==> src/rtl/dp_pkg.sv <==
// dp_pkg: shared enums, status bit positions and sign-extension helper for dp_seq_datapath.
// Latency: n/a (types and functions only).
// Backpressure: n/a. DP_CARRY_EN widens the status word to carry a C bit.
package dp_pkg;

  typedef enum logic [1:0] {ALU_ADD = 2'b00, ALU_SUB = 2'b01, ALU_AND = 2'b10, ALU_NOTB = 2'b11} aluop_e;
  typedef enum logic [1:0] {SH_PASS = 2'b00, SH_LSL1 = 2'b01, SH_LSR1 = 2'b10, SH_ASR1 = 2'b11} shift_e;
  typedef enum logic [1:0] {VS_C = 2'b00, VS_PC = 2'b01, VS_IMM8 = 2'b10, VS_MEM = 2'b11} vsel_e;
  typedef enum logic [2:0] {S_IDLE, S_LDA, S_LDB, S_EXEC, S_WB} state_e;

  localparam int ST_Z = 0;
  localparam int ST_N = 1;
  localparam int ST_V = 2;
  localparam int ST_C = 3;

`ifdef DP_CARRY_EN
  localparam int STATUS_W = 4;
`else
  localparam int STATUS_W = 3;
`endif

  localparam int SEXT_W = 64;

  // Sign-extend the low 'width' bits of value to SEXT_W bits; bits above width are ignored.
  function automatic logic [SEXT_W-1:0] sext(input logic [SEXT_W-1:0] value, input int width);
    logic signed [SEXT_W-1:0] t;
    t = value << (SEXT_W - width);
    return t >>> (SEXT_W - width);
  endfunction

endpackage

==> src/rtl/dp_regfile.sv <==
// dp_regfile: NREGS x WIDTH register file, one synchronous write port, two combinational read ports.
// Latency: reads same cycle, write visible the cycle after we.
// Backpressure: none; every write request is taken.
module dp_regfile #(
  parameter int WIDTH = 16,
  parameter int NREGS = 8,
  localparam int RA_W = $clog2(NREGS)
) (
  input  logic             clk,
  input  logic             rst_n,
  input  logic             we,
  input  logic [RA_W-1:0]  waddr,
  input  logic [WIDTH-1:0] wdata,
  input  logic [RA_W-1:0]  raddr_a,
  output logic [WIDTH-1:0] rdata_a,
  input  logic [RA_W-1:0]  raddr_b,
  output logic [WIDTH-1:0] rdata_b
);

  logic [WIDTH-1:0] mem [NREGS];

  // Storage: cleared on reset, single write port.
  always_ff @(posedge clk or negedge rst_n) begin
    if (!rst_n) begin
      for (int i = 0; i < NREGS; i++) mem[i] <= '0;
    end else if (we) begin
      mem[waddr] <= wdata;
    end
  end

  assign rdata_a = mem[raddr_a];
  assign rdata_b = mem[raddr_b];

endmodule

==> src/rtl/dp_seq_datapath.sv <==
// dp_seq_datapath: self-sequencing regfile/shifter/ALU datapath (IDLE->LDA->LDB->EXEC->WB).
// Latency: start accepted at cycle 0, done pulses at cycle 4, register write visible at cycle 5.
// Backpressure: start honoured only in IDLE, dropped while busy. DP_CARRY_EN adds status C bit.
module dp_seq_datapath
  import dp_pkg::*;
#(
  parameter int WIDTH  = 16,
  parameter int NREGS  = 8,
  parameter int PC_W   = 8,
  parameter int IMM5_W = 5,
  parameter int IMM8_W = 8,
  localparam int RA_W  = $clog2(NREGS)
) (
  input  logic                clk,
  input  logic                rst_n,
  input  logic                start,
  output logic                busy,
  output logic                done,
  input  logic [RA_W-1:0]     rn,
  input  logic [RA_W-1:0]     rm,
  input  logic [RA_W-1:0]     rd,
  input  logic [1:0]          shift,
  input  logic [1:0]          aluop,
  input  logic                asel,
  input  logic                bsel,
  input  logic [1:0]          vsel,
  input  logic                wb_en,
  input  logic                ld_status,
  input  logic [IMM5_W-1:0]   imm5,
  input  logic [IMM8_W-1:0]   imm8,
  input  logic [PC_W-1:0]     pc,
  input  logic [WIDTH-1:0]    mdata,
  output logic [WIDTH-1:0]    dp_out,
  output logic [STATUS_W-1:0] status
);

  typedef struct packed {
    logic [RA_W-1:0]   rn;
    logic [RA_W-1:0]   rm;
    logic [RA_W-1:0]   rd;
    shift_e            shift;
    aluop_e            aluop;
    logic              asel;
    logic              bsel;
    vsel_e             vsel;
    logic              wb_en;
    logic              ld_status;
    logic [IMM5_W-1:0] imm5;
    logic [IMM8_W-1:0] imm8;
    logic [PC_W-1:0]   pc;
  } cmd_t;

  state_e               state, state_nxt;
  cmd_t                 cmd;
  logic [WIDTH-1:0]     a, b, c;
  logic [STATUS_W-1:0]  status_q;
  logic [WIDTH-1:0]     rd_a, rd_b, b_shf, ain, bin, alu_res, wb_dat;
  logic                 alu_v;
  logic                 rf_we;
  logic                 accept;
`ifdef DP_CARRY_EN
  logic                 alu_c;
`endif

  assign accept = (state == S_IDLE) && start;
  assign busy   = (state != S_IDLE);
  assign done   = (state == S_WB);
  assign dp_out = c;
  assign status = status_q;

  // FSM state register.
  always_ff @(posedge clk or negedge rst_n) begin
    if (!rst_n) state <= S_IDLE;
    else        state <= state_nxt;
  end

  // FSM next state: only IDLE waits for start, every other step is unconditional.
  always_comb begin
    state_nxt = state;
    case (state)
      S_IDLE:  if (start) state_nxt = S_LDA;
      S_LDA:   state_nxt = S_LDB;
      S_LDB:   state_nxt = S_EXEC;
      S_EXEC:  state_nxt = S_WB;
      S_WB:    state_nxt = S_IDLE;
      default: state_nxt = S_IDLE;
    endcase
  end

  // Command capture on acceptance so the controller may move on immediately.
  always_ff @(posedge clk or negedge rst_n) begin
    if (!rst_n) begin
      cmd <= '0;
    end else if (accept) begin
      cmd.rn        <= rn;
      cmd.rm        <= rm;
      cmd.rd        <= rd;
      cmd.shift     <= shift_e'(shift);
      cmd.aluop     <= aluop_e'(aluop);
      cmd.asel      <= asel;
      cmd.bsel      <= bsel;
      cmd.vsel      <= vsel_e'(vsel);
      cmd.wb_en     <= wb_en;
      cmd.ld_status <= ld_status;
      cmd.imm5      <= imm5;
      cmd.imm8      <= imm8;
      cmd.pc        <= pc;
    end
  end

  // Single-bit shifter on the B operand.
  always_comb begin
    b_shf = b;
    case (cmd.shift)
      SH_PASS: b_shf = b;
      SH_LSL1: b_shf = {b[WIDTH-2:0], 1'b0};
      SH_LSR1: b_shf = {1'b0, b[WIDTH-1:1]};
      SH_ASR1: b_shf = {b[WIDTH-1], b[WIDTH-1:1]};
      default: b_shf = b;
    endcase
  end

  assign ain = cmd.asel ? '0 : a;
  assign bin = cmd.bsel ? WIDTH'(sext(SEXT_W'(cmd.imm5), IMM5_W)) : b_shf;

  // ALU with signed-overflow flag; carry path only exists when DP_CARRY_EN is set.
  always_comb begin
    alu_res = '0;
    alu_v   = 1'b0;
`ifdef DP_CARRY_EN
    alu_c   = 1'b0;
`endif
    case (cmd.aluop)
      ALU_ADD: begin
`ifdef DP_CARRY_EN
        {alu_c, alu_res} = {1'b0, ain} + {1'b0, bin};
`else
        alu_res = ain + bin;
`endif
        alu_v = (ain[WIDTH-1] == bin[WIDTH-1]) && (alu_res[WIDTH-1] != ain[WIDTH-1]);
      end
      ALU_SUB: begin
`ifdef DP_CARRY_EN
        // Top bit of 2^WIDTH + a - b is 1 exactly when no borrow occurs.
        {alu_c, alu_res} = {1'b1, ain} - {1'b0, bin};
`else
        alu_res = ain - bin;
`endif
        alu_v = (ain[WIDTH-1] != bin[WIDTH-1]) && (alu_res[WIDTH-1] != ain[WIDTH-1]);
      end
      ALU_AND:  alu_res = ain & bin;
      ALU_NOTB: alu_res = ~bin;
      default:  alu_res = '0;
    endcase
  end

  // Operand latches, result register and status flags, each in its own FSM step.
  always_ff @(posedge clk or negedge rst_n) begin
    if (!rst_n) begin
      a        <= '0;
      b        <= '0;
      c        <= '0;
      status_q <= '0;
    end else begin
      if (state == S_LDA) a <= rd_a;
      if (state == S_LDB) b <= rd_b;
      if (state == S_EXEC) begin
        c <= alu_res;
        if (cmd.ld_status) begin
          status_q[ST_Z] <= (alu_res == '0);
          status_q[ST_N] <= alu_res[WIDTH-1];
          status_q[ST_V] <= alu_v;
`ifdef DP_CARRY_EN
          status_q[ST_C] <= alu_c;
`endif
        end
      end
    end
  end

  // Writeback source select; mdata is taken live in the WB cycle.
  always_comb begin
    wb_dat = c;
    case (cmd.vsel)
      VS_C:    wb_dat = c;
      VS_PC:   wb_dat = WIDTH'(cmd.pc);
      VS_IMM8: wb_dat = WIDTH'(sext(SEXT_W'(cmd.imm8), IMM8_W));
      VS_MEM:  wb_dat = mdata;
      default: wb_dat = c;
    endcase
  end

  assign rf_we = (state == S_WB) && cmd.wb_en;

  dp_regfile #(
    .WIDTH (WIDTH),
    .NREGS (NREGS)
  ) u_regfile (
    .clk     (clk),
    .rst_n   (rst_n),
    .we      (rf_we),
    .waddr   (cmd.rd),
    .wdata   (wb_dat),
    .raddr_a (cmd.rn),
    .rdata_a (rd_a),
    .raddr_b (cmd.rm),
    .rdata_b (rd_b)
  );

endmodule
==> config.mk <==
export PLATFORM = sky130hd
export DESIGN_NAME = dp_seq_datapath
export DESIGN_NICKNAME = d
export VERILOG_FILES = /design/src/rtl/dp_pkg.sv /design/src/rtl/dp_regfile.sv /design/src/rtl/dp_seq_datapath.sv
export SDC_FILE = /design/constraint.sdc
export NUM_CORES = 1
export LEC_CHECK = 0
export ABC_AREA = 1
export BUFFER_PORTS_ARGS = -buffer_cell sky130_fd_sc_hd__buf_2
export CAP_MARGIN = 20
export CORE_ASPECT_RATIO = 2
export CORE_MARGIN = 1.5
export CORE_UTILIZATION = 56
export CTS_CLUSTER_DIAMETER = 150
export CTS_CLUSTER_SIZE = 25
export DETAILED_ROUTE_END_ITERATION = 8
export PLACE_DENSITY = 0.8
export REMOVE_ABC_BUFFERS = 1
export SYNTH_ARGS = -nofsm -noshare
export SYNTH_HDL_FRONTEND = slang
export SYNTH_SLANG_ARGS = --single-unit
export TNS_END_PERCENT = 30
==> constraint.sdc <==
create_clock -name clk -period 3.32 [get_ports clk]
set_input_delay 0.332 -clock clk [delete_from_list [all_inputs] [get_ports clk]]
set_output_delay 0.332 -clock clk [all_outputs]
set_load 0.1 [all_outputs]
# --- Word-level counts from Yosys, hierarchy flattened ---
# Index checks and enable logic that the tools add are counted.
word_totals:
  inputBits: 59
  output_inout_bits: 21
  word_cells: 84
  reg_bits: 222
op_classes:
  eq_ne: 18
  reduce_logical: 12
  n_mux: 17
  magnitude_cmp: 4
  add_sub_neg: 2
  bitwise: 5
op_table:
  columns: ["cell", "n"]
  rows:
  - ["16-bit case mux with 4 select lines", 3]
  - ["128-bit bitwise mux", 1]
  - ["16-bit 2-to-1 mux", 7]
  - ["16-bit binary-select mux with 3-bit select", 2]
  - ["16-bit demux with 3-bit select", 1]
  - ["16-bit adder", 1]
  - ["16-bit bitwise AND", 1]
  - ["16-bit logical NOT", 1]
  - ["16-bit inverter", 1]
  - ["16-bit subtractor", 1]
  - ["2-bit equality test, second input constant", 6]
  - ["4-bit greater-or-equal comparator, second input constant", 3]
  - ["3-bit inverter with 4-bit output", 3]
  - ["3-bit case mux with 4 select lines", 1]
  - ["2-bit by 1-bit equality test with 1-bit output, second input constant", 3]
  - ["3-bit by 2-bit equality test with 1-bit output, second input constant", 2]
  - ["2-bit logical NOT", 3]
  - ["1-bit logical AND", 5]
  - ["4-bit by 1-bit less-than comparator with 1-bit output, second input constant", 1]
  - ["3-bit by 1-bit equality test with 1-bit output, second input constant", 1]
  - ["3-bit equality test, second input constant", 1]
  - ["3-bit logical NOT", 1]
  - ["3-bit 2-to-1 mux", 1]
  - ["1-bit inequality test", 3]
  - ["5 further kinds", 5]

# --- Logic depth before layout (Yosys ltp) ---
logic_depth:
  word_depth: 7
  depth_mapped: 23
  depth_no_buf: 22

# --- Modules after synthesis ---
# A second synthesis with hierarchy kept.
hier_totals:
  hier_cells: 2111
  hier_area_um2: 14186.1
modules_own_cells:
  columns: ["module", "n_inst", "cells_per_inst", "area_each_um2", "seq_area_each_um2"]
  rows:
  - ["dp_regfile", 1, 1165, 7489.7, 3203.1]
  - ["dp_seq_datapath", 1, 946, 6696.4, 2352.3]

# --- Worst setup path after synthesis ---
# Ideal clock, no wire load.
synth_timing:
  path_kind: "reg-to-reg"
  from: "reg state[0]"
  to: "reg u_regfile.mem[104] (netlist name)"
  stages_incl_launch_ff: 8
  setup_ps: 148
  t_required_ps: 3172
  n_path_buf: 1
  arrival_ps: 2519
  synth_period_minus_slack_ps: 2667
  slack_ps: 653
  path_cell_list: "dfrtp_1 nor3_2 nand2_1 nor2_1 nand2_1 clkbuf_1 nand2_1 o21ai_0"
synth_via:
  elab_chain_len: 2
synth_rtl:
  columns: ["item", "line_no", "source"]
  rows:
  - ["start, declared", "dp_seq_datapath.sv:53", "state_e state, state_nxt;"]
  - ["start signal, assigned", "dp_seq_datapath.sv:74", "else state <= state_nxt;"]
  - ["3-bit equality test", null, null]
  - ["net done", "dp_seq_datapath.sv:18", "output logic done,"]
  - ["1-bit logical AND", "dp_seq_datapath.sv:193", "assign rf_we = (state == S_WB) && cmd.wb_en;"]
  - ["end signal, assigned by index", "dp_regfile.sv:27", "mem[waddr] <= wdata;"]
  - ["end, declared", "dp_regfile.sv:20", "logic [WIDTH-1:0] mem [NREGS];"]
# The timed path passes the listed nets, and every way through them passes these cells.
# A chain may end at the register's enable or synchronous reset.

# --- Final worst setup path ---
layout_timing:
  from: "reg cmd[30] (netlist name)"
  to: "reg status_q[0] (netlist: status[0])"
layout_via:
  elab_chain_len: 6
  word_cells_on_any_way: 12
  cone_classes: "add/sub: 2; eq/ne: 3; mux: 3; bitwise: 2; reduce/logical: 2"
layout_rtl:
  columns: ["item", "line_no", "source"]
  rows:
  - ["start, declared", "dp_seq_datapath.sv:54", "cmd_t cmd;"]
  - ["2-bit equality test, or another cell as far along", "dp_seq_datapath.sv:114", "case (cmd.shift)"]
  - ["16-bit case mux with 4 select lines (*)", "dp_seq_datapath.sv:114", null]
  - ["16-bit 2-to-1 mux (*)", "dp_seq_datapath.sv:124", "assign bin = cmd.bsel ? WIDTH'(sext(SEXT_W'(cmd.imm5), IMM5_W)) : b_shf;"]
  - ["16-bit subtractor, or another cell as far along", "dp_seq_datapath.sv:147", "alu_res = ain - bin;"]
  - ["16-bit case mux with 4 select lines (*)", "dp_seq_datapath.sv:133", "case (cmd.aluop)"]
  - ["16-bit logical NOT (*)", "dp_seq_datapath.sv:170", "status_q[ST_Z] <= (alu_res == '0);"]
  - ["end signal, assigned by index", "dp_seq_datapath.sv:170", null]
  - ["end signal, assigned by index", "dp_seq_datapath.sv:171", "status_q[ST_N] <= alu_res[WIDTH-1];"]
  - ["end signal, assigned by index", "dp_seq_datapath.sv:172", "status_q[ST_V] <= alu_v;"]
  - ["end, declared", "dp_seq_datapath.sv:56", "logic [STATUS_W-1:0] status_q;"]
# Every way passes the cells marked *; elsewhere a longest branch is shown, timed or not.

==> impl_results.rst <==
.. list-table::
   :header-rows: 1

   * - Metric
     - Value
   * - Area of the die
     - 0.0246 sq mm
   * - Sort of element at the end of the critical path
     - flop
   * - Diodes inserted
     - 0
   * - Status
     - finished clean
   * - Final Routed Wirelength
     - 42400 microns
   * - Remaining design rule violation count
     - 0
   * - Area Overhead vs Synth
     - 9.10%
   * - Clock slew at the register clock pins of the worst setup and hold paths
     - 110 ps
   * - Library cell with the largest summed area after synthesis
     - sky130_fd_sc_hd__dfrtp_1
   * - Start point of the worst min-delay path
     - pc[5]
   * - Worst hold path endpoint
     - cmd[5]$_DFFE_PN0P_
   * - Unique masters post-synth
     - 43
   * - Layout Cells excl Fill
     - 2132
   * - Buffer cell driving the clock tree root
     - sky130_fd_sc_hd__clkbuf_16
   * - Commonest register cell after synthesis
     - sky130_fd_sc_hd__dfrtp_1
   * - Multi-input gate area in the final layout
     - 0.00657 sq mm
   * - Number of placed I/O pins
     - 80
   * - Number of flops mapped to enable cells by yosys
     - 0
   * - Effective utilization at floorplan
     - 0.570
   * - CTS tree
     - built
   * - Most instantiated library cell after synthesis
     - sky130_fd_sc_hd__nand2_1
   * - H-tree levels
     - 1
   * - Worst relative slew slack
     - 0.259
   * - Final routed wire length divided by cell count
     - 19.9 microns
   * - CP startpoint kind
     - flop
   * - Max Slew Vio Count
     - 0
   * - Proportion of layout cells with a drive suffix above 1
     - 0.127
   * - Setup-failing EPs final
     - 0
   * - Vias per cell
     - 6.13
   * - Placed Cells incl. Taps
     - 2113
   * - Max Clk Rate
     - 310 MHz
   * - Gr ovfl total
     - 0
   * - Launch instance of the worst register-to-register path
     - cmd[30]$_DFFE_PN0P_
   * - Cell types with the largest area share after synthesis
     - sky130_fd_sc_hd__dfrtp_1, sky130_fd_sc_hd__o21ai_0, sky130_fd_sc_hd__nand2_1
   * - Register Area
     - 0.00556 sq mm
   * - Global placement routability congestion
     - 1.01
   * - Sequential share of the synthesized area
     - 0.420
   * - Antenna violations before repair
     - 0
   * - Overall fraction of global-route tracks in use
     - 0.345
   * - Fin area
     - 0.0144 sq mm
   * - Synthesized netlist cell count
     - 1796
   * - Placed wire-length estimate
     - 30600 microns
   * - Endpoint arrival time on the critical path
     - 3650 ps
   * - Clock buffer count from CTS
     - 12
   * - Instance area at placement
     - 0.0140 sq mm
   * - Cells on Worst Hold Path
     - 2
   * - Cell Rows
     - 79
   * - Path depth of the worst reg2reg path
     - 18
   * - CP max FO
     - 10
   * - Async S/R FF share, synth
     - 1.00
   * - Total number of vias
     - 13060
   * - Vias in the first global route
     - 12847
   * - Average cell area after synthesis
     - 7.37 sq um
   * - Area of the core
     - 0.0232 sq mm
   * - Count of warnings emitted by yosys
     - 0
   * - Crit path time final
     - 3220 ps
   * - Wire length of the first global-routing pass
     - 66600 microns
   * - Top cell type's share of synthesized area
     - 0.420
   * - Die extent in x
     - 112 microns
   * - Antenna viol nets, final
     - 0
   * - Count of filler cells inserted in the layout
     - 2163
   * - Post-route clock skew
     - 20.4 ps
   * - Fraction of the cycle the final worst path needs
     - 0.971
   * - Reported max-cap violation count
     - 0
   * - Hold/Removal Path Class
     - input pin to flop
   * - Final TNS setup
     - 0 ps
   * - Flop and latch count out of synthesis
     - 222
   * - Start-to-end type of the worst setup path
     - flop to flop
   * - Setup slack, reg-to-reg
     - 100 ps
   * - Commonest cells in the synthesized netlist
     - sky130_fd_sc_hd__nand2_1, sky130_fd_sc_hd__o21ai_0, sky130_fd_sc_hd__dfrtp_1
   * - Data required time at the worst endpoint
     - 3740 ps
   * - Post-route worst hold slack
     - 72.2 ps
   * - Pin count of the biggest net entering global routing
     - 100
   * - Worst Tran Pin Value
     - 1110 ps
   * - Number of clock sinks
     - 222
   * - Port buffer count
     - 79
   * - Drt initial violations
     - 1264
   * - Post-synthesis instance area
     - 0.0132 sq mm
   * - Overall die height
     - 220 microns
   * - Final Net Count
     - 1941
   * - RR Endpoint
     - status[0]$_DFFE_PN0P_
   * - Maximum number of buffers from clock root to sink
     - 3
   * - First-pass DRT Iterations
     - 5
   * - Final hold viol count
     - 0
   * - Worst-Skew Late Latency
     - 480 ps
   * - Setup repair after global routing missed its margin
     - false
placed cells by master, fill, tap and decap left out, drive strengths merged, types with 3 or more instances in the layout:
cell / Yosys / layout
dfrtp: 222 / 222
clkinv: 4 / 5
o21bai: 4 / 4
a22oi: 6 / 6
a21oi: 133 / 133
ha: 32 / 32
o21ai: 306 / 306
nor3: 13 / 13
or2: 3 / 3
mux2: 23 / 23
a221oi: 15 / 15
inv: 191 / 191
nand3: 145 / 145
buf: 23 / 141
o211ai: 48 / 48
clkbuf: 81 / 14
nand2: 391 / 391
nor2: 129 / 129
a22o: 7 / 7
nand4: 4 / 4
xor2: 4 / 4
o22ai: 5 / 5
cells by family (layout without fill, tap and decap cells):
group	after synthesis	after routing	synth area share
flip-flops	222	222	0.420
XOR/XNOR	4	4	0.00265
AO/OA/AOI/OAI	527	527	0.219
buffers and inverters	299	352	0.0884
multiplexers	23	23	0.0196
adder cells (fa/ha/maj)	34	34	0.0333
AND/OR/NAND/NOR	687	687	0.217
stage by stage:
stage                     setup slack [ps]   util
after global routing                 0.342  0.622
after floorplan                        182      -
after detailed placement              -181  0.604
final                                 97.1  0.622
after global placement                -138  0.604
after CTS                             56.9  0.620
layout make-up:
class | count | share of cell area
clock inverter | 1 | 0.000346
tap | 283 | 0.0245
inverter | 195 | 0.0508
sequential | 222 | 0.385
multi-input combinational | 1275 | 0.455
timing repair buffer | 142 | 0.0618
clock buffer | 14 | 0.0228
layer usage:
metal | vias up | part of all wire | track usage | wire [microns]
met5 | - | 0 | 0 | 0
met4 | 0 | 0.079 | 0.262 | 3360
met3 | 196 | 0.063 | 0.0348 | 2690
met2 | 627 | 0.51 | 0.617 | 21700
met1 | 6161 | 0.35 | 0.375 | 14700
li1 | 6076 | - | - | -
timing repair:
item,in CTS,in global routing
endpoints found under the hold margin,91,0
setup endpoints to repair,4,4
gates resized for setup,4,12
setup buffers,2,1
pin swaps,1,0
hold buffers,1,0
worst max-delay path, cell delays in order, from the launching register on:
cell and delay (ps):
sky130_fd_sc_hd__dfrtp_2 500, sky130_fd_sc_hd__inv_4 150, sky130_fd_sc_hd__nand2_4 100, sky130_fd_sc_hd__o211ai_1 240, sky130_fd_sc_hd__nand2_1 110, sky130_fd_sc_hd__ha_1 390, sky130_fd_sc_hd__inv_2 140, sky130_fd_sc_hd__nand2_1 110
sky130_fd_sc_hd__nor2_4 200, sky130_fd_sc_hd__nand3_1 190, sky130_fd_sc_hd__nand2_2 170, sky130_fd_sc_hd__nand2_1 60, sky130_fd_sc_hd__nand3_1 70, sky130_fd_sc_hd__nand3_1 110, sky130_fd_sc_hd__nor2_1 120, sky130_fd_sc_hd__nand2_1 70
sky130_fd_sc_hd__nor2_2 160, sky130_fd_sc_hd__nand3_1 130, sky130_fd_sc_hd__o21bai_2 120
flip-flops by register name (all words and copies together), names as in the netlist:
name,count
a,16
b,16
cmd,40
dp_out,16
state,3
status,3
u_regfile.mem,128
how the worst max path moves through the flow:
stage | from | to | slack [ps] | cells past startpoint
3_3_place_gp | cmd[30]$_DFFE_PN0P_ | status[0]$_DFFE_PN0P_ | -140 | 20
3_5_place_dp | cmd[30]$_DFFE_PN0P_ | status[0]$_DFFE_PN0P_ | -180 | 20
2_1_floorplan | cmd[34]$_DFFE_PN0P_ | b[10]$_DFFE_PN0N_ | 180 | 5
5_1_grt | cmd[30]$_DFFE_PN0P_ | status[0]$_DFFE_PN0P_ | 0.3 | 18
6_report | cmd[30]$_DFFE_PN0P_ | status[0]$_DFFE_PN0P_ | 100 | 18
4_1_cts | cmd[30]$_DFFE_PN0P_ | status[0]$_DFFE_PN0P_ | 60 | 20
Power is left out: the tool's default activity adds up to more than one toggle a clock period on the data nets, which glitch-free logic cannot reach.
